==> config.mk <==
export PLATFORM = sky130hd
export DESIGN_NAME = fifo_sync_param
export DESIGN_NICKNAME = d
export VERILOG_FILES = /design/src/rtl/fifo_sync_param.sv
export SDC_FILE = /design/constraint.sdc
export NUM_CORES = 1
export LEC_CHECK = 0
export CAP_MARGIN = 40
export CORE_UTILIZATION = 45
export CTS_CLUSTER_DIAMETER = 60
export DETAILED_ROUTE_END_ITERATION = 12
export DONT_BUFFER_PORTS = 1
export PLACE_DENSITY = 0.69
export SLEW_MARGIN = 0
export SYNTH_ARGS = -nofsm -noshare
export SYNTH_HDL_FRONTEND = slang
export SYNTH_SLANG_ARGS = --single-unit
==> constraint.sdc <==
create_clock -name clk -period 4.1 [get_ports clk]
set_clock_uncertainty 0.05 [all_clocks]
set_input_delay 0.205 -clock clk [delete_from_list [all_inputs] [get_ports clk]]
set_output_delay 0.205 -clock clk [all_outputs]
set_load 0.02 [all_outputs]
==> src/rtl/fifo_sync_param.sv <==
// Single-clock FIFO with occupancy count, almost flags, sticky errors, registered or FWFT read.
// Read latency 1 cycle (FWFT=0) or head always visible (FWFT=1); push is rejected at full unless a pop is accepted in the same cycle.
module fifo_sync_param #(
  parameter int DATA_W    = 8,
  parameter int DEPTH     = 16,
  parameter int AF_THRESH = DEPTH - 2,
  parameter int AE_THRESH = 2,
  parameter int FWFT      = 0
) (
  input  logic                     clk,
  input  logic                     rst,
  input  logic [DATA_W-1:0]        data_in,
  input  logic                     push,
  input  logic                     pop,
  input  logic                     err_clr,
  output logic [DATA_W-1:0]        data_out,
  output logic                     empty,
  output logic                     full,
  output logic                     almost_empty,
  output logic                     almost_full,
  output logic [$clog2(DEPTH):0]   count,
  output logic                     push_err_on_full,
  output logic                     pop_err_on_empty,
  output logic [1:0]               err_sticky
);

  localparam int PW = $clog2(DEPTH);
  localparam int CW = PW + 1;

  if ((DEPTH < 2) || ((DEPTH & (DEPTH - 1)) != 0) ||
      (AF_THRESH < 1) || (AF_THRESH > DEPTH) ||
      (AE_THRESH < 0) || (AE_THRESH > DEPTH - 1)) begin : g_bad_param
    $error("fifo_sync_param: illegal DEPTH/AF_THRESH/AE_THRESH combination");
  end

  logic [DATA_W-1:0] mem_q [DEPTH];
  logic [PW-1:0]     rd_ptr_q, rd_ptr_d;
  logic [PW-1:0]     wr_ptr_q, wr_ptr_d;
  logic [CW-1:0]     count_q, count_d;
  logic              push_err_q, push_err_d;
  logic              pop_err_q, pop_err_d;
  logic [1:0]        sticky_q, sticky_d;
  logic              push_acc, pop_acc;

  always_comb begin
    pop_acc  = pop && (count_q != '0);
    push_acc = push && ((count_q != CW'(DEPTH)) || pop_acc);

    rd_ptr_d = pop_acc  ? rd_ptr_q + PW'(1) : rd_ptr_q;
    wr_ptr_d = push_acc ? wr_ptr_q + PW'(1) : wr_ptr_q;

    count_d = count_q;
    if (push_acc && !pop_acc)      count_d = count_q + CW'(1);
    else if (pop_acc && !push_acc) count_d = count_q - CW'(1);

    push_err_d = push && !push_acc;
    pop_err_d  = pop && !pop_acc;

    // A new error in the clearing cycle must survive the clear.
    sticky_d = err_clr ? 2'b00 : sticky_q;
    sticky_d = sticky_d | {push_err_d, pop_err_d};
  end

  always_ff @(posedge clk) begin
    if (rst) begin
      rd_ptr_q   <= '0;
      wr_ptr_q   <= '0;
      count_q    <= '0;
      push_err_q <= 1'b0;
      pop_err_q  <= 1'b0;
      sticky_q   <= 2'b00;
    end else begin
      rd_ptr_q   <= rd_ptr_d;
      wr_ptr_q   <= wr_ptr_d;
      count_q    <= count_d;
      push_err_q <= push_err_d;
      pop_err_q  <= pop_err_d;
      sticky_q   <= sticky_d;
    end
  end

  always_ff @(posedge clk) begin
    if (!rst && push_acc) mem_q[wr_ptr_q] <= data_in;
  end

  if (FWFT != 0) begin : g_fwft
    assign data_out = (count_q != '0) ? mem_q[rd_ptr_q] : '0;
  end else begin : g_reg_rd
    logic [DATA_W-1:0] data_out_q, data_out_d;

    always_comb begin
      data_out_d = pop_acc ? mem_q[rd_ptr_q] : data_out_q;
    end

    always_ff @(posedge clk) begin
      if (rst) data_out_q <= '0;
      else     data_out_q <= data_out_d;
    end

    assign data_out = data_out_q;
  end

  assign count            = count_q;
  assign empty            = (count_q == '0);
  assign full             = (count_q == CW'(DEPTH));
  assign almost_empty     = (count_q <= CW'(AE_THRESH));
  assign almost_full      = (count_q >= CW'(AF_THRESH));
  assign push_err_on_full = push_err_q;
  assign pop_err_on_empty = pop_err_q;
  assign err_sticky       = sticky_q;

endmodule
==> results of run 1 <==
## worst min path at each step
| stage | from | endpoint | slack [ns] |
|---|---|---|---|
| 2_1_floorplan | rst | push_err_on_full | 0.23 |
| 3_3_place_gp | rst | rd_ptr_q[2] | 0.23 |
| 3_5_place_dp | rst | rd_ptr_q[2] | 0.23 |
| 4_1_cts | push | wr_ptr_q[3] | 0.02 |
| 5_1_grt | push | wr_ptr_q[2] | 0.04 |
| 6_report | push | wr_ptr_q[3] | 0.04 |
## metrics by stage
step	hold WS, ns	worst slack, ns
3_5_place_dp	0.226	0.701
6_report	0.0366	0.691
2_1_floorplan	0.234	1.05
3_3_place_gp	0.227	0.746
4_1_cts	0.0207	0.688
5_1_grt	0.0391	0.505
## report_power, final
| group | internal, W | switching [W] | total, W |
|---|---|---|---|
| Clock | 0.000877 | 0.000563 | 0.00144 |
| Combinational | 0.000300 | 0.000400 | 0.000700 |
| Sequential | 0.00177 | 0.000153 | 0.00192 |
| Total | 0.00294 | 0.00112 | 0.00406 |
## cells in the final DEF (no fill, tap or decap), types with 3 or more instances in the layout
| cell type | Yosys | layout |
|---|---|---|
| a21o_1 | 3 | 3 |
| a21oi_1 | 5 | 5 |
| a22o_1 | 8 | 8 |
| clkbuf_16 | 0 | 17 |
| clkinv_2 | 0 | 5 |
| dfxtp_1 | 25 | 24 |
| dlygate4sd3_1 | 0 | 13 |
| edfxtp_1 | 128 | 128 |
| ha_1 | 9 | 9 |
| inv_1 | 4 | 4 |
| mux2i_1 | 35 | 35 |
| mux4_2 | 16 | 16 |
| nand2_1 | 8 | 8 |
| nand3b_1 | 3 | 3 |
| nor2_1 | 44 | 44 |
| nor3_1 | 8 | 8 |
| nor4_1 | 8 | 8 |
| o211ai_1 | 3 | 3 |
| o22ai_1 | 16 | 16 |
| xnor2_1 | 3 | 3 |
| xor2_1 | 6 | 6 |
## synth_stat cells, types with 3 or more instances
library cell	number
edfxtp_1	128
nor2_1	44
mux2i_1	35
dfxtp_1	25
mux4_2	16
o22ai_1	16
ha_1	9
a22o_1	8
nand2_1	8
nor3_1	8
nor4_1	8
buf_2	6
xor2_1	6
a21oi_1	5
buf_1	4
clkbuf_1	4
inv_1	4
a21o_1	3
buf_6	3
nand3b_1	3
o211ai_1	3
xnor2_1	3
## worst reg2reg max path, cell delays in order, from the launching register on
cell and delay [ns]:
dfxtp_1 0.44, or4_1 0.75, o21a_4 0.34, clkinv_4 0.11, ha_1 0.18, inv_1 0.11, fa_1 0.42, a21o_1 0.18
a21oi_1 0.17, mux2i_1 0.21, mux2_2 0.34
## sequential cells by signal, indices dropped and copies added, names as in the netlist
name              flops
rd_ptr_q              4
wr_ptr_q              4
pop_err_on_empty      1
push_err_on_full      1
mem_q               128
data_out              8
count                 5
err_sticky            2
## logic make-up (layout without fill, tap and decap cells)
kind of cell | Yosys count | after routing
buffers and inverters | 24 | 53
muxes | 52 | 52
and+or+nand+nor | 85 | 85
adders and majority gates | 10 | 10
xor gates and xnor gates | 9 | 9
DFF | 153 | 153
AOI/OAI and AO/OA | 40 | 40
## cell type report
cell class / count / area (sq um)
Sequential cell: 153 / 4350
Tap cell: 176 / 220
Multi-Input combinational cell: 196 / 1630
Clock buffer: 19 / 433
Inverter: 5 / 23.8
Clock inverter: 11 / 108
Timing Repair Buffer: 18 / 181
Fill cell: 1085 / 6300
## per-layer routing
layer / wire length (um) / up-vias
met3: 929 / 8
met5: 0 / -
met2: 5860 / 85
li1: - / 1483
met4: 138 / 0
met1: 4830 / 1617
## timing repair
action | CTS | global route
endpoints found under the hold margin | 153 | 0
setup endpoints to repair | 0 | 0
hold buffers | 13 | 0
==> results_dict.tcl, run 1 <==
set metrics [dict create \
    grt_first_pass_wirelength_um 18400 \
    cts.root.buffer_cell "clkbuf_16" \
    rsz0062_at_grt "no" \
    number_of_synthesized_flops_with_an_enable_pin 128 \
    ys_async_rst_share_pct 0 \
    post_route_cells_drive_above_1_share_pct 13.7 \
    global_route.overflow_total 0 \
    synth_area_sq_um 6110 \
    fin_util_pct 52.4 \
    place_hpwl_um 7480 \
    synth_area_leaders "edfxtp_1 63%, dfxtp_1 8.2%, mux4_2 5.9%" \
    drv.max_cap_violation_count 0 \
    core.rowCount 42 \
    pin_count_of_the_biggest_net_entering_global_routing 28 \
    worst_skew_pair.late_latency_ns 0.42 \
    tritoncts_num_sinks 153 \
    post_layout_nonfiller_instances 578 \
    synth.avg_cell_area_sq_um 16.4 \
    standard_cell_with_the_maximum_stage_delay_on_the_critical_path "or4_1" \
    wirelength_um 11800 \
    postSynthRegisterBits 153 \
    wire_per_inst_um 20.3 \
    postCtsSetupBuffers 0 \
    ys_seq_area_share_pct 71.1 \
    die_h_um 119 \
    power.leakage_nw 2.23 \
    timing.final.hold_violations 0 \
    critical_path.max_stage_delay_ns 0.75 \
    worst-path-max-fanout 11 \
    clock_h_tree_levels 4 \
    netlist_instances 373 \
    cts_made_buffers 17 \
    period_share_pct 83.1 \
    synth_mux_area_share_pct 11.8 \
    postSynthNetCount 396 \
    numPortBuffers 0 \
    finalInstanceArea_sq_um 6950 \
    max_slew_margin_pct 45.7 \
    run_status "complete, no violations" \
    fp.coreArea_sq_um 13200 \
    worst_ir_drop_vdd_mv 0.319 \
    powerDensity_nw_per_um2 584 \
    groute.layer.met3.usage_pct 6.42 \
    synth_top_flop_cell "edfxtp_1" \
    critPathRequiredTime_ns 4.35 \
    worstPathCellList "or4_1 > o21a_4 > clkinv_4 > ha_1 > inv_1 > fa_1 > a21o_1 > a21oi_1 > mux2i_1 > mux2_2" \
    gp_routability_congestion 0.836 \
    rr_worst_depth 10 \
    worst-slew-pin-transition_ns 0.811 \
    largest_family_of_logic_cells_by_synthesized_area "multiplexers" \
    drt_pass1_iterations 4 \
    grt_use_total_pct 18.5 \
    dieArea_sq_um 14000 \
    floorplan.initialDensity_pct 46.1 \
    dp_cells 534 \
    period_minus_slack_ns 3.41 \
    yosys.area.top_type_share_pct 62.9 \
    clk_transition_reported_paths_ns 0.06 \
    setup-violations-final 0 \
    synth_area_leader_cell "edfxtp_1" \
    synth-compound-area-share_pct 4.77 \
    cts_tree "done" \
    p_total_w 0.00406 \
    worst-r2r-setup-slack_ns 0.69 \
    via_count_of_the_first_global_routing_pass 3295 \
    critical_path_class "register to register" \
    route.vias.total 3193 \
    cp_num_buf_inv 2 \
    grt_busiest_layer "met2" \
    floorplan.io_pins 34 \
    synthAdderAreaFrac_pct 2.17 \
    detail_route.vias_per_cell 5.52 \
    dpl_cell_area_sq_um 6260 \
    drt_iter0_markers 224 \
    grt_util_met1_pct 23.1 \
    slew_viol_final 0 \
    final_antenna_net_count 0 \
    max_clock_freq_mhz 293 \
    antenna_cells_inserted 0 \
    area_growth_pct 13.7 \
    regToRegEndpoint "count[4]" \
    cts-resized-gates 0 \
    cp-endpoint "count[4]" \
    yosys.area_share.xor_xnor_pct 1.29 \
    hold_class "primary input to register" \
    fin_nets 414 \
    clock_tree.buffer_depth 2 \
    top_family_by_delay_on_critical_path "simple AND/OR/NAND/NOR gates" \
    worstSetupPathDepth 10 \
    synthSimpleGateAreaFrac_pct 6.68 \
    reg2reg_from "count[1]" \
    hold_path_depth 3 \
    worstSetupEndpointType "register" \
    number_of_different_library_cells_in_the_post_synthesis_netlist 39 \
    final.setup.tns_ns 0 \
    route.detailed.drc 0 \
    cp.arrival_ns 3.66 \
    fp.dieW_um 119 \
    synth.yosys.warnings 0 \
    worst_setup_path_start "count[1]" \
    initial_antenna_violation_count 0 \
    start_kind "register" \
    globalRouteMet2Util_pct 29.3 \
]
(Power assumes the default switching activity.)
==> run 2: changes to the inputs <==
- PLACE_DENSITY: 0.69 -> 0.71
- clock period: 4.1 -> 3.1 ns (I/O delays scaled with it)
==> run 2 against run 1 <==
Against the previous run: first-iteration DRC count rose by 40%; sequential power is 29% higher; clock-buffer cell count is 4 higher; largest cell class unchanged.
==> results_dict.tcl, run 2 (synthesized netlist as in run 1, its figures left out) <==
set metrics [dict create \
    worst-slew-pin-transition_ns 0.831 \
    cp_num_buf_inv 2 \
    cts_tree "done" \
    detail_route.vias_per_cell 5.57 \
    fp.dieW_um 119 \
    worstPathCellList "or4_4 > o21a_4 > clkinv_4 > ha_1 > inv_1 > fa_2 > a21o_1 > a21oi_2 > mux2i_1 > mux2_2" \
    cts.root.buffer_cell "clkbuf_16" \
    worst_setup_path_start "count[0]" \
    final_antenna_net_count 0 \
    route.detailed.drc 0 \
    drv.max_cap_violation_count 0 \
    reg2reg_from "count[0]" \
    critical_path_class "register to register" \
    floorplan.io_pins 34 \
    post_route_cells_drive_above_1_share_pct 17.0 \
    dpl_cell_area_sq_um 6320 \
    pin_count_of_the_biggest_net_entering_global_routing 28 \
    fillCellCount 1060 \
    final.setup.tns_ns 0 \
    numPortBuffers 0 \
    layout_commonest_cell "edfxtp_1" \
    run_status "complete, no violations" \
    gp_routability_congestion 0.780 \
    via_count_of_the_first_global_routing_pass 3396 \
    hold_class "primary input to register" \
    post_layout_nonfiller_instances 589 \
    grt_use_total_pct 19.2 \
    global_route.overflow_total 0 \
    drt_pass1_iterations 4 \
    dp_cells 543 \
    critical_path.max_stage_delay_ns 0.56 \
    tritoncts_num_sinks 153 \
    power.leakage_nw 2.33 \
    core.rowCount 42 \
    place_hpwl_um 7620 \
    fin_util_pct 53.8 \
    fin_nets 422 \
    finalInstanceArea_sq_um 7120 \
    layout.cells.most_common_list "128 x edfxtp_1, 44 x nor2_1, 35 x mux2i_1" \
    die_h_um 119 \
    standard_cell_with_the_maximum_stage_delay_on_the_critical_path "or4_4" \
    rsz0062_at_grt "no" \
    wirelength_um 12200 \
    start_kind "register" \
    fin_worst_hold_slack_ns 0.0783 \
    period_minus_slack_ns 2.89 \
    period_share_pct 93.3 \
    postCtsSetupBuffers 0 \
    route.vias.total 3278 \
    clk_transition_reported_paths_ns 0.06 \
    worstSetupEndpointType "register" \
    most_flop_heavy_register "mem_q" \
    fp.coreArea_sq_um 13200 \
    floorplan.initialDensity_pct 46.1 \
    largest_register_ffs 128 \
    worst_skew_pair.late_latency_ns 0.42 \
    slew_viol_final 0 \
    area_growth_pct 16.6 \
    max_slew_margin_pct 44.4 \
    wire_per_inst_um 20.8 \
    grt_first_pass_wirelength_um 19400 \
    worst_hold_startpoint "pop" \
    max_clock_freq_mhz 346 \
    clock_tree.buffer_depth 2 \
    timing.final.hold_violations 0 \
    powerDensity_nw_per_um2 819 \
    drt_iter0_markers 314 \
    initial_antenna_violation_count 1 \
    cp.arrival_ns 3.15 \
    cts_made_buffers 17 \
    setup-violations-final 0 \
    dieArea_sq_um 14000 \
    worst-path-max-fanout 10 \
    clock_h_tree_levels 4 \
    top_family_by_delay_on_critical_path "simple AND/OR/NAND/NOR gates" \
    worst_ir_drop_vdd_mv 0.452 \
    critPathRequiredTime_ns 3.36 \
]
==> run 2: changes by cell type in the layout (fill, tap and decap cells not counted), moves of 2 or more <==
cell        change
buf_4          +10
clkbuf_8        +4
clkinvlp_4      -2
bufinv_16       +3
clkinv_2        -2
==> run 2: final cells by class <==
cell class	instances	area, sq um	area share (%)
Clock buffer	23	488	6.85
Sequential cell	153	4350	61.0
Inverter	5	23.8	0.334
Multi-Input combinational cell	196	1640	23.1
Antenna cell	1	2.50	0.0351
Clock inverter	9	169	2.37
Timing Repair Buffer	26	230	3.23
Tap cell	176	220	3.09
==> run 2: final timing paths <==
| check | endpoint | slack [ns] | cells past startpoint |
|---|---|---|---|
| worst max-delay path | count[4] | 0.21 | 10 |
| worst min-delay path | rd_ptr_q[1] | 0.08 | 4 |
| worst max register to register | count[4] | 0.21 | 10 |
| worst min register to register | wr_ptr_q[1] | 0.52 | 2 |
==> run 2: what timing repair did <==
action	CTS	global route
resized for setup	0	3
endpoints found under the hold margin	153	0
setup endpoints to repair	0	1
hold buffers	12	0
==> run 2: worst register-to-register path: stages, from the launching register on <==
cell and delay, ns:
dfxtp_1 0.31, or4_4 0.56, o21a_4 0.23, clkinv_4 0.09, ha_1 0.18, inv_1 0.11, fa_2 0.37, a21o_1 0.17
a21oi_2 0.14, mux2i_1 0.22, mux2_2 0.35
==> run 2: where the power goes <==
| group | switching [W] | leakage, nW | internal [W] |
|---|---|---|---|
| sequential | 0.000130 | 1.36 | 0.00234 |
| combinational | 0.000628 | 0.647 | 0.000464 |
| clock | 0.000766 | 0.325 | 0.00151 |
==> run 2: routing by layer <==
layer | GRT usage (%) | vias to the layer above | part of all wire, %
met1 | 25.4 | 1676 | 45
met5 | 0 | - | 0
met4 | 7.44 | 0 | 1.7
met3 | 5.74 | 16 | 4.3
li1 | - | 1502 | -
met2 | 29.7 | 84 | 49
==> run 2: per-stage QoR <==
| step | worst slack, ns | total power, W |
|---|---|---|
| global route | 0.0644 | 0.00605 |
| detailed placement | 0.0691 | 0.00354 |
| CTS | 0.0602 | 0.00584 |
| finish | 0.209 | 0.00583 |
| global placement | 0.129 | 0.00350 |
| floorplan | 0.0456 | 0.00329 |
